`src/rtl/imem_fetch.sv`:
```
// imem_fetch -- instruction-fetch initiator (master side of harvos_imem_if).
//
// Walks a word-aligned PC, issues one fetch request per cycle while credit
// allows, and queues returned words in a FIFO_DEPTH-entry prefetch FIFO
// toward decode. The FIFO count plus the outstanding requests never exceed
// FIFO_DEPTH, so every response always has a slot waiting for it. A redirect
// flushes the FIFO and discards in-flight responses. A fault response is
// delivered as a single entry, and fetch then stops until the next redirect.
//
// Ports:
//   clk, rst_n        clock, asynchronous active-low reset
//   imem_req/addr     fetch request and word address (slave samples at posedge)
//   imem_rvalid/rdata/fault
//                     in-order response, latency >= 1, fault qualified by rvalid
//   redirect_valid/pc flush and restart at redirect_pc (low two bits ignored)
//   inst_valid/ready  head-of-FIFO handshake toward decode
//   inst_data/pc/fault
//                     head entry; data reads 0 for a fault entry, and all
//                     three read 0 while the FIFO is empty
module imem_fetch #(
  parameter logic [31:0] RESET_PC   = 32'h0000_0000,
  parameter int unsigned FIFO_DEPTH = 4
) (
  input  logic        clk,
  input  logic        rst_n,
  output logic        imem_req,
  output logic [31:0] imem_addr,
  input  logic        imem_rvalid,
  input  logic [31:0] imem_rdata,
  input  logic        imem_fault,
  input  logic        redirect_valid,
  input  logic [31:0] redirect_pc,
  output logic        inst_valid,
  input  logic        inst_ready,
  output logic [31:0] inst_data,
  output logic [31:0] inst_pc,
  output logic        inst_fault
);

  localparam int unsigned CW = $clog2(FIFO_DEPTH + 1);
  localparam int unsigned PW = $clog2(FIFO_DEPTH);

  typedef enum logic {RUN = 1'b0, HALT = 1'b1} state_e;

  state_e        state_q, state_d;
  logic [31:0]   pc_q, pc_d;
  logic [31:0]   resp_pc_q, resp_pc_d;
  logic [CW-1:0] outstanding_q, outstanding_d;
  logic [CW-1:0] discard_q, discard_d;
  logic [CW-1:0] count_q, count_d;
  logic [PW-1:0] rd_ptr_q, rd_ptr_d;
  logic [PW-1:0] wr_ptr_q, wr_ptr_d;

  // Entry layout: {data[64:33], pc[32:1], fault[0]}
  logic [64:0]   fifo_mem_q [FIFO_DEPTH];
  logic [64:0]   push_entry;
  logic [64:0]   head;

  logic [31:0]   redirect_aligned;
  logic          credit_ok;
  logic          push;
  logic          pop;
  logic          unused_redirect_lsb;

  assign redirect_aligned    = {redirect_pc[31:2], 2'b00};
  assign unused_redirect_lsb = ^redirect_pc[1:0];

  // Same-cycle pop deliberately does not free credit: keeps req off the
  // FIFO read path.
  assign credit_ok = ({1'b0, count_q} + {1'b0, outstanding_q}) < (CW+1)'(FIFO_DEPTH);

  // A response is kept only when nothing older is still being discarded,
  // no redirect is flushing this cycle, and fetch is not halted.
  assign push = imem_rvalid && (discard_q == '0) && !redirect_valid && (state_q == RUN);
  assign pop  = inst_valid && inst_ready && !redirect_valid;

  assign push_entry = {(imem_fault ? 32'd0 : imem_rdata), resp_pc_q, imem_fault};
  assign head       = fifo_mem_q[rd_ptr_q];

  // FSM state register
  always_ff @(posedge clk or negedge rst_n) begin
    if (!rst_n) state_q <= RUN;
    else        state_q <= state_d;
  end

  // FSM next state: a redirect always restarts fetch; a kept fault halts it
  always_comb begin
    state_d = state_q;
    if (redirect_valid)          state_d = RUN;
    else if (push && imem_fault) state_d = HALT;
  end

  // FSM / head outputs; req is forced low while reset is held
  always_comb begin
    imem_req   = rst_n && (state_q == RUN) && !redirect_valid && credit_ok;
    imem_addr  = pc_q;
    inst_valid = (count_q != '0);
    inst_data  = inst_valid ? head[64:33] : 32'd0;
    inst_pc    = inst_valid ? head[32:1]  : 32'd0;
    inst_fault = inst_valid && head[0];
  end

  // Datapath next-state: PCs, credit counters, FIFO pointers
  always_comb begin
    pc_d          = pc_q;
    resp_pc_d     = resp_pc_q;
    outstanding_d = outstanding_q + CW'(imem_req) - CW'(imem_rvalid);
    discard_d     = discard_q;
    count_d       = count_q;
    rd_ptr_d      = rd_ptr_q;
    wr_ptr_d      = wr_ptr_q;

    if (imem_req) pc_d = pc_q + 32'd4;

    if (redirect_valid) begin
      // No req in this cycle, so everything still in flight after this
      // cycle's response (if any, itself dropped) must be thrown away.
      pc_d      = redirect_aligned;
      resp_pc_d = redirect_aligned;
      discard_d = outstanding_q - CW'(imem_rvalid);
      count_d   = '0;
      rd_ptr_d  = '0;
      wr_ptr_d  = '0;
    end else begin
      if (imem_rvalid && (discard_q != '0)) discard_d = discard_q - 1'b1;
      if (push) begin
        resp_pc_d = resp_pc_q + 32'd4;
        wr_ptr_d  = wr_ptr_q + 1'b1;
        // Everything requested behind the faulting word is now stale.
        if (imem_fault) discard_d = outstanding_d;
      end
      if (pop) rd_ptr_d = rd_ptr_q + 1'b1;
      count_d = count_q + CW'(push) - CW'(pop);
    end
  end

  // Control/pointer registers
  always_ff @(posedge clk or negedge rst_n) begin
    if (!rst_n) begin
      pc_q          <= RESET_PC;
      resp_pc_q     <= RESET_PC;
      outstanding_q <= '0;
      discard_q     <= '0;
      count_q       <= '0;
      rd_ptr_q      <= '0;
      wr_ptr_q      <= '0;
    end else begin
      pc_q          <= pc_d;
      resp_pc_q     <= resp_pc_d;
      outstanding_q <= outstanding_d;
      discard_q     <= discard_d;
      count_q       <= count_d;
      rd_ptr_q      <= rd_ptr_d;
      wr_ptr_q      <= wr_ptr_d;
    end
  end

  // FIFO storage: data only, validity lives in count_q
  always_ff @(posedge clk) begin
    if (push) fifo_mem_q[wr_ptr_q] <= push_entry;
  end

`ifndef SYNTHESIS
  // The credit rule guarantees a free slot for every response.
  a_no_push_when_full: assert property (@(posedge clk) disable iff (!rst_n)
    !(push && (count_q == CW'(FIFO_DEPTH))));
`endif

endmodule
```
`config.mk`:
```
export PLATFORM = sky130hd
export DESIGN_NAME = imem_fetch
export DESIGN_NICKNAME = d
export VERILOG_FILES = /design/src/rtl/imem_fetch.sv
export SDC_FILE = /design/constraint.sdc
export NUM_CORES = 1
export LEC_CHECK = 0
export ABC_AREA = 1
export CORE_ASPECT_RATIO = 0.7
export CORE_MARGIN = 10
export CORE_UTILIZATION = 51
export CTS_CLUSTER_DIAMETER = 80
export DETAILED_ROUTE_END_ITERATION = 8
export HOLD_SLACK_MARGIN = 0.08
export PLACE_DENSITY = 0.83
export SKIP_LAST_GASP = 1
export SYNTH_ARGS = -nofsm -noshare
export SYNTH_HDL_FRONTEND = slang
export SYNTH_SLANG_ARGS = --single-unit
```
`constraint.sdc`:
```
create_clock -name clk -period 4.2 [get_ports clk]
set_input_delay 0.42 -clock clk [delete_from_list [all_inputs] [get_ports clk]]
set_output_delay 0.42 -clock clk [all_outputs]
set_load 0.02 [all_outputs]
```
==> results of run 1 <==
## registers in the layout (all words and copies together), names as in the netlist
name           count
wr_ptr_q           2
resp_pc_q         30
imem_addr         30
count_q            3
fifo_mem_q       252
discard_q          3
outstanding_q      3
rd_ptr_q           2
state_q            1
## metrics by stage
step	hold WS, ns	power (uW)	std cells	utilization	cell area (um^2)
after detailed placement	0.533	7250	2115	0.592	17300
final	0.452	9950	2174	0.626	18300
after floorplan	0.124	5890	1628	-	15300
after global routing	0.473	10400	2174	0.626	18300
after global placement	0.522	7170	2115	0.592	17300
after CTS	0.437	9980	2174	0.626	18300
## worst max path at each step
| stage | startpoint | to | depth (start not counted) |
|---|---|---|---|
| 2_1_floorplan | discard_q[0] | fifo_mem_q[0][0] | 6 |
| 3_3_place_gp | rd_ptr_q[0] | inst_fault | 6 |
| 3_5_place_dp | rd_ptr_q[0] | inst_fault | 6 |
| 4_1_cts | rd_ptr_q[0] | inst_fault | 6 |
| 5_1_grt | rd_ptr_q[0] | inst_fault | 6 |
| 6_report | rd_ptr_q[0] | inst_fault | 6 |
## kinds of logic after synthesis
logic type	synth area share
xor gates and xnor gates	0.0126
adders and majority gates	0.0157
other	0.000245
and+or+nand+nor	0.208
AOI/OAI and AO/OA	0.0864
DFF	0.615
buffers and inverters	0.0619
## cells in the mapped netlist
master and n:
a211oi_1 1, a21oi_1 73, a31oi_1 2, and2_1 3
buf_1 15, buf_2 22, buf_4 9, buf_6 6
clkbuf_1 20, clkinv_2 1, conb_1 1, dfrtp_1 74
edfxtp_1 252, fa_1 2, ha_1 16, inv_1 148
inv_2 3, nand2_1 304, nand2_2 8, nand2_4 1
nand3_1 60, nand3_4 1, nand3b_1 3, nand4_1 4
nor2_1 370, nor2_2 11, nor2_4 6, nor2_8 2
nor3_1 3, o211ai_1 9, o211ai_2 2, o21ai_0 152
o21ai_1 15, o21ai_2 1, or2_0 1, or2_2 2
xnor2_1 5, xor2_1 17
## routing by layer
metal | vias to the layer above | wire length [um] | part of all wire
met5 | - | 0 | 0
met4 | 0 | 486 | 0.012
met3 | 48 | 3660 | 0.094
met2 | 484 | 18000 | 0.46
met1 | 5594 | 16900 | 0.43
li1 | 5613 | - | -
## power by group
| part | leakage (uW) | internal [uW] | total, uW | switching, uW |
|---|---|---|---|---|
| Combinational | 0.00351 | 1180 | 3100 | 1920 |
| Sequential | 0.00319 | 3740 | 4120 | 374 |
| Clock | 0.000483 | 1490 | 2730 | 1240 |
## cell usage in the layout (no fill, tap or decap), drive strengths merged, types with 17 or more instances in the layout
| cell type | n |
|---|---|
| nor2 | 389 |
| nand2 | 313 |
| edfxtp | 252 |
| o21ai | 168 |
| clkdlybuf4s50 | 161 |
| inv | 155 |
| dfrtp | 74 |
| a21oi | 73 |
| nand3 | 61 |
| clkbuf | 33 |
| buf | 20 |
| xor2 | 17 |
## worst reg2reg max path, cell delays in order (launching register included)
cell and delay (ns):
dfrtp_1 0.43, inv_1 0.07, nand2_1 0.09, nor2_4 0.61, nor2_1 0.14, inv_1 0.12
nor2_1 0.05, ha_1 0.31, inv_1 0.07, ha_1 0.15, inv_1 0.05, fa_1 0.37
xor2_1 0.17, nor2_1 0.05
## cell type report
type / count / area [um^2]
Tap cell: 378 / 473
Multi-Input combinational cell: 1078 / 4990
Fill cell: 2291 / 10900
Timing Repair Buffer: 182 / 1830
Inverter: 152 / 572
Clock inverter: 25 / 206
Clock buffer: 33 / 783
Sequential cell: 326 / 9420
==> flow_summary.ini, run 1 <==
[layout]
nets = 1859
area_growth_pct = 19.4
antenna-diode-count = 0
drive_above_1_share = 0.0646

[grt]
grt_max_degree = 67
grt_pass1_wl_um = 59900
use_met1 = 0.278
grt.overflow.total = 0
busiest_layer = met2
met2_usage = 0.323
antenna_found_initial = 0
grt_pass1_vias = 11076
grtUsageMet3 = 0.0459
grt_use_total = 0.202

[outcome]
status = complete, no violations

[detailed_routing]
dr.first_iter.drc_count = 1417
ant_nets = 0
viasPerCell = 5.40
via_count = 11739
dr.pass1.iters = 6
wl_um = 39000
routedWlPerCell_um = 17.9
drc = 0

[sta]
worst_slack_ns = 0.226
fin_crit_ns = 3.97
hold_viol = 0
setup_viol = 0
fmax_ghz = 0.252
drv_slew = 0
fin_setup_tns_ns = 0
skew_ns = 0.0117
finalCritPeriodShare = 0.946
grt_setup_unrepaired = no
relSlewSlack = 0.458
worst_pin_slew_ns = 0.813

[power]
ir_drop_mv = 0.469
p_leak_uw = 0.00719
pwr_density_cell_nw_per_um2 = 544

[hold_path]
hp-class = input port to register
hold-path-cell-count = 3
worstHoldEndpoint = resp_pc_q[4]
hp-start = redirect_pc[4]

[critical_path]
reg2reg_to = count_q[2]
cp_slowest_cell = dfrtp_4
cp-end-kind = primary output
critPathLaunchType = register
crit_chain = buf_4 -> nor2_1 -> nor2_1 -> o21ai_0 -> a21oi_1 -> clkdlybuf4s50_1
cp_top_family = buffers and inverters
crit_required_ns = 3.78
cp.arrival_ns = 3.55
crit_type = register to primary output
max_stage_delay_ns = 0.88
r2r_slack_ns = 1.37
rr_worst_depth = 13
reg2reg_from = count_q[1]
cp_max_fo = 66
path_common_cell = nor2_1
path_buf_inv = 2

[clock_network]
ctsResizeCount = 0
postCtsHoldBufs = 1
clock-sinks = 326
cts-buffers-inserted = 31
clockBufferDepth = 3
root_buffer = clkbuf_16
cts_tree = yes
cts.clk_slew.worst_paths_ns = 0.07
clk_latency_ns = 0.58
htree_levels = 1
cts_setup_buffers = 0

[run]
maxCapViolCount = 0

[place]
place.gp.congestion = 0.925
port_buffers = 162
preCtsSetupSlack_ns = 0.958
dpl.hpwl_um = 25200

[floorplan]
rows = 52
die_h_um = 165
die_x_um = 227
die-area_um2 = 37500
core_area_um2 = 29200
io_pins = 169
initial_utilization = 0.524

[yosys]
synth_area_per_cell_um2 = 9.42
ys_warn_count = 0
synth_cells = 1625
yosysSeqAreaShare = 0.615
yosysUniqueCellTypes = 38
synth_seq_cells = 326
synth.cell_area_um2 = 15300
synth_top_area_frac = 0.494
synth_top_area_cell = edfxtp_1
synth_area_leaders = edfxtp_1, dfrtp_1, nor2_1
Note: power is estimated with default switching activity, not from simulation.
==> run 2, diff against run 1 <==
- SLEW_MARGIN: default -> 25
- clock period: 4.2 -> 3.6 ns (I/O delays scaled with it)
==> run 2 against run 1 <==
  * Wire length grew 0.61%
  * Die area unchanged
  * Register-to-register slack got worse by 0.30 ns
  * Sequential power increased by 15%
  * Power rose by 18%
  * Flip-flop and latch count stayed put
  * Clock-buffer cell count grew 3
  * Largest cell class unchanged
  * Combinational power grew 18%
  * Via count grew 0.98%
  * Non-clock buffer count grew 1
  * Core utilization rose by 0.25 points
==> flow_summary.ini, run 2 (synthesis gave the netlist of run 1 again) <==
[clock_network]
cts.clk_slew.worst_paths_ns = 0.07
clk_latency_ns = 0.58
ctsResizeCount = 0
cts_tree = yes
clock-sinks = 326
root_buffer = clkbuf_16
cts-buffers-inserted = 31
cts_setup_buffers = 0
htree_levels = 1
postCtsHoldBufs = 1
clockBufferDepth = 3

[critical_path]
reg2reg_to = count_q[2]
critPathLaunchType = register
cp.arrival_ns = 3.02
r2r_slack_ns = 1.07
cp-end-kind = primary output
crit_required_ns = 3.24
rr_worst_depth = 14
cp_max_fo = 58
reg2reg_from = count_q[1]
max_stage_delay_ns = 0.77
crit_chain = inv_2 -> buf_12 -> nor2_1 -> o21ai_0 -> a21oi_1 -> clkdlybuf4s50_1
cp_slowest_cell = dfrtp_2
critPathLaunch = rd_ptr_q[1]
crit_type = register to primary output

[sta]
fmax_ghz = 0.296
grt_setup_unrepaired = no
relSlewSlack = 0.456
fin_crit_ns = 3.38
finalCritPeriodShare = 0.939
skew_ns = 0.0241
drv_slew = 0
setup_viol = 0
hold_viol = 0
worst_pin_slew_ns = 0.813

[layout]
area_growth_pct = 19.9
ff_latch_area_um2 = 9420
fillCellCount = 2265
antenna-diode-count = 0
final_cell_mix = nor2_1, nand2_1, edfxtp_1, clkdlybuf4s50_1, o21ai_0
largest-register = fifo_mem_q
drive_above_1_share = 0.0629
design_area_um2 = 18400
nets = 1860
multi_input_area_um2 = 4990
layout_commonest_cell = nor2_1
final_core_util = 0.628
largest_reg_flops = 252

[detailed_routing]
drc = 0
via_count = 11854
dr.pass1.iters = 6
routedWlPerCell_um = 18.0
viasPerCell = 5.45
dr.first_iter.drc_count = 1379
ant_nets = 0
wl_um = 39200

[grt]
grt.overflow.total = 0
use_met1 = 0.278
grt_pass1_vias = 11407
antenna_found_initial = 0
met2_usage = 0.334
grt_pass1_wl_um = 60700
grt_max_degree = 117
grtUsageMet3 = 0.0388
busiest_layer = met2
grt_use_total = 0.204

[floorplan]
die_x_um = 227
die_h_um = 165
io_pins = 169
core_area_um2 = 29200
rows = 52
die-area_um2 = 37500
initial_utilization = 0.524

[place]
port_buffers = 162
dpl_cell_area_um2 = 17300
place.gp.congestion = 0.901
dpl.hpwl_um = 25100

[power]
ir_drop_mv = 0.375
p_total_uw = 11700
pwr_density_cell_nw_per_um2 = 638
p_leak_uw = 0.00722

[outcome]
status = complete, no violations

[hold_path]
hp-class = input port to asynchronous set/reset pin

[run]
maxCapViolCount = 0
## run 2: cell types whose count changed in the layout (fill, tap and decap cells not counted), sizes merged
cell      before  now
inv          155  153
bufinv         2    4
buf           20   21
clkbuf        33   36
clkinv        16   15
clkinvlp       4    2
## run 2: per-layer routing
metal / vias up / share of wire / wire [um]
li1: 5618 / - / -
met1: 5679 / 0.43 / 16900
met2: 500 / 0.47 / 18300
met3: 57 / 0.086 / 3360
met4: 0 / 0.016 / 646
met5: - / 0 / 0
## run 2: how the worst max path moves through the flow
stage                     slack [ns]               end  cells past startpoint
after floorplan                -0.49  fifo_mem_q[0][0]                      6
after global placement          0.86        inst_pc[2]                      6
after detailed placement        0.85       inst_pc[18]                      6
after CTS                       0.22       inst_pc[18]                      6
after global routing            0.06        inst_pc[2]                      6
final                           0.22        inst_pc[2]                      6
## run 2: power by group
part           switching [uW]  total (uW)  internal (uW)
Sequential                380        4750           4370
Combinational            2280        3670           1390
Clock                    1420        3300           1880
## run 2: stage by stage
step	hold slack, ns	worst slack (ns)	setup TNS, ns	instances
2_1_floorplan	0.0644	-0.488	-123.05	1628
3_3_place_gp	0.407	0.859	0	2116
3_5_place_dp	0.410	0.852	0	2116
4_1_cts	0.343	0.217	0	2175
5_1_grt	0.364	0.0609	0	2175
6_report	0.363	0.221	0	2175
## run 2: layout make-up
| cell class | count | area share |
|---|---|---|
| clock buffer | 36 | 0.0433 |
| clock inverter | 22 | 0.0129 |
| timing repair buffer | 183 | 0.102 |
| inverter | 152 | 0.0311 |
| tap | 378 | 0.0258 |
| sequential | 326 | 0.513 |
| multi-input combinational | 1078 | 0.272 |
## run 2: critical path: cells and delay by family (launching register included)
family / cells / cell delay [ns]
buffers and inverters: 3 / 1.18
DFF: 1 / 0.77
AOI/OAI and AO/OA: 2 / 0.34
and+or+nand+nor: 1 / 0.12
==> run 3, diff against run 2 <==
- GPL_TIMING_DRIVEN: default -> 0
==> run 3 against run 2 <==
  * Combinational power rose by 7.1%
  * Wire length rose by 9.0%
  * Final cell count rose by 2.7%
  * Highest routed layer unchanged
  * Largest cell class unchanged
  * Sequential share of layout area fell by 1.1 points
  * Power rose by 1.8%
==> flow_summary.ini, run 3 (synthesis gave the netlist of run 1 again) <==
[sta]
drv_slew = 0
hold_viol = 0
relSlewSlack = 0.539
skew_ns = 0.0123
whs_ns = 0.238
finalCritPeriodShare = 0.953
grt_setup_unrepaired = no
worst_pin_slew_ns = 0.691
worst_slack_ns = 0.168
fin_setup_tns_ns = 0
fin_crit_ns = 3.43
fmax_ghz = 0.291
setup_viol = 0

[detailed_routing]
highest_layer = met4
ant_nets = 0
dr.pass1.iters = 6
dr.first_iter.drc_count = 1640
viasPerCell = 5.51
met3_length_um = 4860
wl_met2_um = 19900
wl_um = 42800
wirelength_met1_um = 17200
via_count = 12300
routedWlPerCell_um = 19.1
drc = 0

[grt]
grt_use_total = 0.223
grt_pass1_wl_um = 65600
grt_pass1_vias = 11849
grt_max_degree = 40
grt.overflow.total = 0
antenna_found_initial = 0

[floorplan]
core_area_um2 = 29200
die-area_um2 = 37500
rows = 52
initial_utilization = 0.524
io_pins = 169
die_h_um = 165
die_x_um = 227

[layout]
largest_reg_flops = 252
antenna-diode-count = 0
area_growth_pct = 22.3
multi_input_area_um2 = 4990
layout_commonest_cell = nor2_1
final_cell_mix = nor2_1, nand2_1, edfxtp_1, clkdlybuf4s50_1, o21ai_0
fillCellCount = 2184
ff_latch_area_um2 = 9420
largest-register = fifo_mem_q
final_core_util = 0.641
nets = 1923
drive_above_1_share = 0.0722

[power]
pwr_density_cell_nw_per_um2 = 637
p_total_uw = 11900
p_int_uw = 7700
p_leak_uw = 0.00742
p_comb_frac = 0.329
seqPwrFrac = 0.396
swShare = 0.354
ir_drop_mv = 0.348
clock_power_share = 0.275
switchingPower_uw = 4230

[critical_path]
max_stage_delay_ns = 0.68
cp_max_fo = 10
cp.arrival_ns = 3.07
cp_slowest_cell = clkdlybuf4s50_1
path_buf_inv = 4
crit_required_ns = 3.24
cp-end-kind = primary output
critPathLaunchType = register
crit_type = register to primary output
crit_chain = inv_2 -> buf_2 -> clkbuf_1 -> o21ai_0 -> a21oi_1 -> clkdlybuf4s50_1
cp_top_family = buffers and inverters

[clock_network]
cts.clk_slew.worst_paths_ns = 0.07
clock-sinks = 326
root_buffer = clkbuf_16
clk_latency_ns = 0.58
cts_tree = yes
htree_levels = 1
clockBufferDepth = 3
cts-buffers-inserted = 30

[hold_path]
hp-class = input port to register

[place]
preCtsSetupSlack_ns = 0.768
dpl.hpwl_um = 29600
place.gp.congestion = 0.909
port_buffers = 161

[outcome]
status = complete, no violations

[run]
maxCapViolCount = 0
==> run 3: changes by cell type in the layout (fill, tap and decap cells not counted), sizes merged <==
cell | previous run | this run
buf | 21 | 66
clkinvlp | 2 | 0
bufinv | 4 | 5
clkbuf | 36 | 57
inv | 153 | 151
clkdlybuf4s50 | 161 | 160
clkinv | 15 | 12
==> run 3: layout make-up <==
class / count / share of cell area
Clock inverter: 16 / 0.0120
Inverter: 152 / 0.0305
Multi-Input combinational cell: 1078 / 0.266
Timing Repair Buffer: 175 / 0.102
Buffer: 72 / 0.0201
Clock buffer: 37 / 0.0415
Tap cell: 378 / 0.0252
Sequential cell: 326 / 0.503
==> run 3: metal layers <==
layer	track usage	vias to the layer above
met2	0.363	693
met4	0.0468	0
met5	0	-
li1	-	5736
met1	0.302	5807
met3	0.0496	64
==> run 3: metrics by stage <==
stage / cell area, um^2 / std cells
2_1_floorplan: 15300 / 1628
3_3_place_gp: 17400 / 2167
3_5_place_dp: 17700 / 2180
4_1_cts: 18700 / 2234
5_1_grt: 18700 / 2234
6_report: 18700 / 2234
==> run 3: power by group through the flow <==
stage	registers, uW	logic (uW)	clock network, uW
floorplan	4770	2110	0
finish	4720	3930	3280
global route	4750	4250	3460
detailed placement	4780	3890	0
global placement	4770	3760	0
CTS	4710	3930	3300
==> run 3: repair_timing <==
item	4_1_cts	5_1_grt
gates resized for setup	0	0
setup buffers	0	0
hold buffers	1	0
hold endpoints to repair	37	0
setup endpoints to repair	0	0
==> run 3: path summary, 6_finish.rpt <==
kind / from / endpoint / slack, ns / cells after the start
max in group asynchronous: rst_n / rd_ptr_q[1] / 2.69 / 3
max: rd_ptr_q[0] / inst_pc[15] / 0.17 / 6
min in group asynchronous: rst_n / imem_addr[7] / 0.30 / 2
min: redirect_valid / imem_addr[12] / 0.24 / 4
min reg2reg: outstanding_q[1] / outstanding_q[2] / 0.53 / 1
max reg2reg: count_q[1] / discard_q[2] / 1.04 / 12
==> run 3: tightest hold or removal path, cell delays in order <==
cell	delay (ns)
buf_6	0.13
inv_1	0.13
nand2_1	0.09
o21ai_1	0.05
==> RTL edit 1, RTL diff (settings of run 3) <==
The parameter `FIFO_DEPTH` goes from 4 to 2.
--- a/src/rtl/imem_fetch.sv
+++ b/src/rtl/imem_fetch.sv
@@ -19,7 +19,7 @@
 //                     three read 0 while the FIFO is empty
 module imem_fetch #(
   parameter logic [31:0] RESET_PC   = 32'h0000_0000,
-  parameter int unsigned FIFO_DEPTH = 4
+  parameter int unsigned FIFO_DEPTH = 2
 ) (
   input  logic        clk,
   input  logic        rst_n,
Formal check against the unedited RTL: not equivalent (Yosys sat finds a counterexample within 4 cycles, from zero or initial values and one cycle with rst_n low).
==> RTL edit 1 against run 3 <==
Clock power fell by 41%; critical path depth rose by 2; non-clock buffer count fell by 36; area after synthesis fell by 36%; combinational power fell by 43%; power fell by 40%; die area fell by 33%; worst setup slack improved by 0.22 ns; final cell count fell by 28%; sequential cell count fell by 131; wire length fell by 37%; final area fell by 33%; critical endpoint is now imem_req; highest routed layer unchanged.
==> RTL edit 1: results (changes against run 3) <==
Placement
  – Dpl cells: 1565 (-28%)
  – Placed inst area: 0.0119 mm² (-33%)
  – Routability cong.: 0.916 (+0.80%)

Finish
  – Buffers, non-clock: 211 (-15%)
  – Multi-input combinational area share: 28.3% (+1.6 points)
  – Number of clock buffers in the layout: 18 (-51%)
  – Fraction of layout cells with a size suffix above 1: 6.86% (-0.36 points)
  – Seq area share: 44.2% (-6.1 points)
  – Fillers: 1448 (-34%)
  – Inverters: 147 (-3.3%)
  – Synth-to-Final Area Change: 27.5%
  – Number of flip-flops in the largest register: 126 (-50%)

Detailed routing
  – Post-Route WL: 26900 µm (-37%)
  – Initial DRC count: 1096 (-33%)
  – Vias: 8588 (-30%)

Power and ir drop
  – Sequential power: 2.99 mW (-37%)
  – Clock-net power: 1.93 mW (-41%)

Status
  – Run status: complete, no violations

Timing
  – Skew final: 0.00833 ns (-0.00394 ns)

Critical path
  – R2R Path Start: count_q[0]
  – R2r setup slk: 1.27 ns (+0.23 ns)
  – Reg2reg end: discard_q[0]

Synth
  – Adder-cell share of the synthesized area: 1.10% (-0.47 points)
  – Asr flop ratio synth: 35.4% (+13 points)

Global route
  – Vias in the first global route: 8135 (-31%)

Min path
  – Class of the worst hold path: input pin to asynchronous set/reset pin
-- RTL edit 1: changes by cell type after synthesis, sizes merged, moves of 9 or more --
cell	change
nor2	-268
ha	-9
buf	-23
nand3	+9
o21ai	-120
edfxtp	-126
nand2	+91
-- RTL edit 1: how the worst max path moves through the flow --
stage	startpoint	endpoint	slack [ns]	cells after the start
finish	rst_n	imem_req	0.39	8
global placement	rst_n	imem_req	-1.74	6
floorplan	discard_q[0]	fifo_mem_q[0][0]	0.67	5
detailed placement	rst_n	imem_req	0.91	7
global route	rst_n	imem_req	0.21	8
CTS	rst_n	imem_req	0.37	8
-- RTL edit 1: metal layers --
| layer | vias up | share of wire [%] | global-route usage (%) |
|---|---|---|---|
| li1 | 4068 | - | - |
| met5 | - | 0 | 0 |
| met3 | 45 | 12 | 6.40 |
| met4 | 0 | 1.9 | 6.93 |
| met1 | 4007 | 44 | 30.1 |
| met2 | 468 | 43 | 30.9 |
==> RTL edit 2, RTL diff (flow settings as in run 3) <==
Made on the original files. Put a register stage on the output `inst_fault`. The value now appears one clock later. The other outputs are not delayed to match.
--- a/src/rtl/imem_fetch.sv
+++ b/src/rtl/imem_fetch.sv
@@ -41,6 +41,8 @@
   localparam int unsigned PW = $clog2(FIFO_DEPTH);
 
   typedef enum logic {RUN = 1'b0, HALT = 1'b1} state_e;
+
+  logic inst_fault_d;
 
   state_e        state_q, state_d;
   logic [31:0]   pc_q, pc_d;
@@ -97,7 +99,7 @@
     inst_valid = (count_q != '0);
     inst_data  = inst_valid ? head[64:33] : 32'd0;
     inst_pc    = inst_valid ? head[32:1]  : 32'd0;
-    inst_fault = inst_valid && head[0];
+    inst_fault_d = inst_valid && head[0];
   end
 
   // Datapath next-state: PCs, credit counters, FIFO pointers
@@ -166,4 +168,8 @@
     !(push && (count_q == CW'(FIFO_DEPTH))));
 `endif
 
+  always_ff @(posedge clk) begin
+    inst_fault <= inst_fault_d;
+  end
+
 endmodule
Behaviour: not the same (a bounded check fails within 4 cycles, from zero or initial values and one cycle with rst_n low).
==> RTL edit 2 against run 3 <==
Worst setup slack got worse by 0.018 ns; area after synthesis grew 0.13%; wire length is 2.3% higher; combinational power is essentially flat; power rose by 0.41%; core utilization is 1.0 points lower; final area rose by 0.48%; sequential cell count grew 1; critical path depth stayed put; synthesized cell count hardly changed; maximum frequency fell by 0.53%; highest routed layer unchanged.
==> RTL edit 2: results (changes against run 3) <==
Placement
  – Pre-CTS setup slack: 0.605 ns (-0.164 ns)
  – Routability cong.: 0.922 (+1.4%)
  – Dpl cells: 2188 (+0.37%)

Global route
  – All-Layer GR Usage: 23.0% (+0.69 points)
  – Vias in the first global route: 12200 (+3.0%)
  – First-pass GRT wire length: 67300 µm (+2.5%)
  – Initial antenna violation count: 1 (+1)
  – Largest net degree at the start of global routing: 48 (+20%)

Synth
  – Post-synth top flop: edfxtp_1
  – Sequential share of the synthesized area: 61.6% (about the same)
  – Yosys cell types: 39 (+2.6%)
  – Asr flop ratio synth: 22.6% (-0.069 points)

Critical path
  – Setup crit end: inst_pc[28]
  – CP arrival: 3.09 ns (+0.02 ns)
  – R2r setup slk: 0.99 ns (-0.05 ns)

Timing
  – Skew final: 0.0112 ns (-0.00110 ns)
  – Post-route minimum period: 3.45 ns (+0.0182 ns)
  – Hold slack: 0.218 ns (-0.0204 ns)
  – Rel. slew slack: 55.9% (+1.9 points)

Detailed routing
  – Vias per cell: 5.58 (+1.4%)
  – Routed WL per cell: 19.5 µm (+1.8%)
  – Post-Route WL: 43700 µm (+2.3%)
  – Initial DRC count: 1476 (-10%)

Min path
  – Class of the worst hold path: input pin to asynchronous set/reset pin

Power and ir drop
  – Peak VDD IR: 0.386 mV (+11%)
  – Leak pwr: 7.46 nW (+0.53%)

Finish
  – Fraction of layout cells with a size suffix above 1: 7.53% (+0.31 points)

Status
  – Run status: complete, no violations
-- RTL edit 2: kinds of logic after synthesis --
| kind of cell | after synthesis | synth area share (%) |
|---|---|---|
| xor gates and xnor gates | 22 | 1.26 |
| buffers and inverters | 224 | 6.19 |
| and+or+nand+nor | 779 | 20.8 |
| other | 1 | 0.0245 |
| adders and majority gates | 18 | 1.57 |
| DFF | 327 | 61.6 |
| AOI/OAI and AO/OA | 255 | 8.63 |
-- RTL edit 2: routing by layer --
| metal | vias to the layer above | GRT usage, % | wire, µm | share of wire (%) |
|---|---|---|---|---|
| met5 | - | 0 | 0 | 0 |
| met4 | 0 | 6.83 | 1120 | 2.6 |
| met3 | 95 | 5.40 | 5030 | 11 |
| met2 | 746 | 37.1 | 20200 | 46 |
| met1 | 5941 | 30.4 | 17400 | 40 |
| li1 | 5746 | - | - | - |
-- RTL edit 2: worst reg2reg max path, stage by stage (launching register included) --
cell and delay (ns):
dfrtp_1 0.43, ha_1 0.30, nand3_1 0.07, nand2_1 0.10
nor2_4 0.05, buf_6 0.15, buf_4 0.20, ha_1 0.23
fa_1 0.42, xnor2_1 0.18, xor2_1 0.20, nand2_1 0.07
a21oi_1 0.13
-- RTL edit 2: cell type report --
class                      count  area [µm²]  area share (%)
tap                          385         482            2.56
buffer                        72         377            2.00
timing repair buffer         175        1950            10.3
clock buffer                  39         805            4.27
multi-input combinational   1078        4990            26.5
sequential                   327        9440            50.1
inverter                     152         572            3.04
clock inverter                17         216            1.15
-- RTL edit 2: report_power, final --
part	switching [mW]	leakage (nW)	internal (mW)
clock network	1.43	0.501	1.88
logic	2.47	3.75	1.45
registers	0.368	3.20	4.38
total	4.28	7.46	7.70
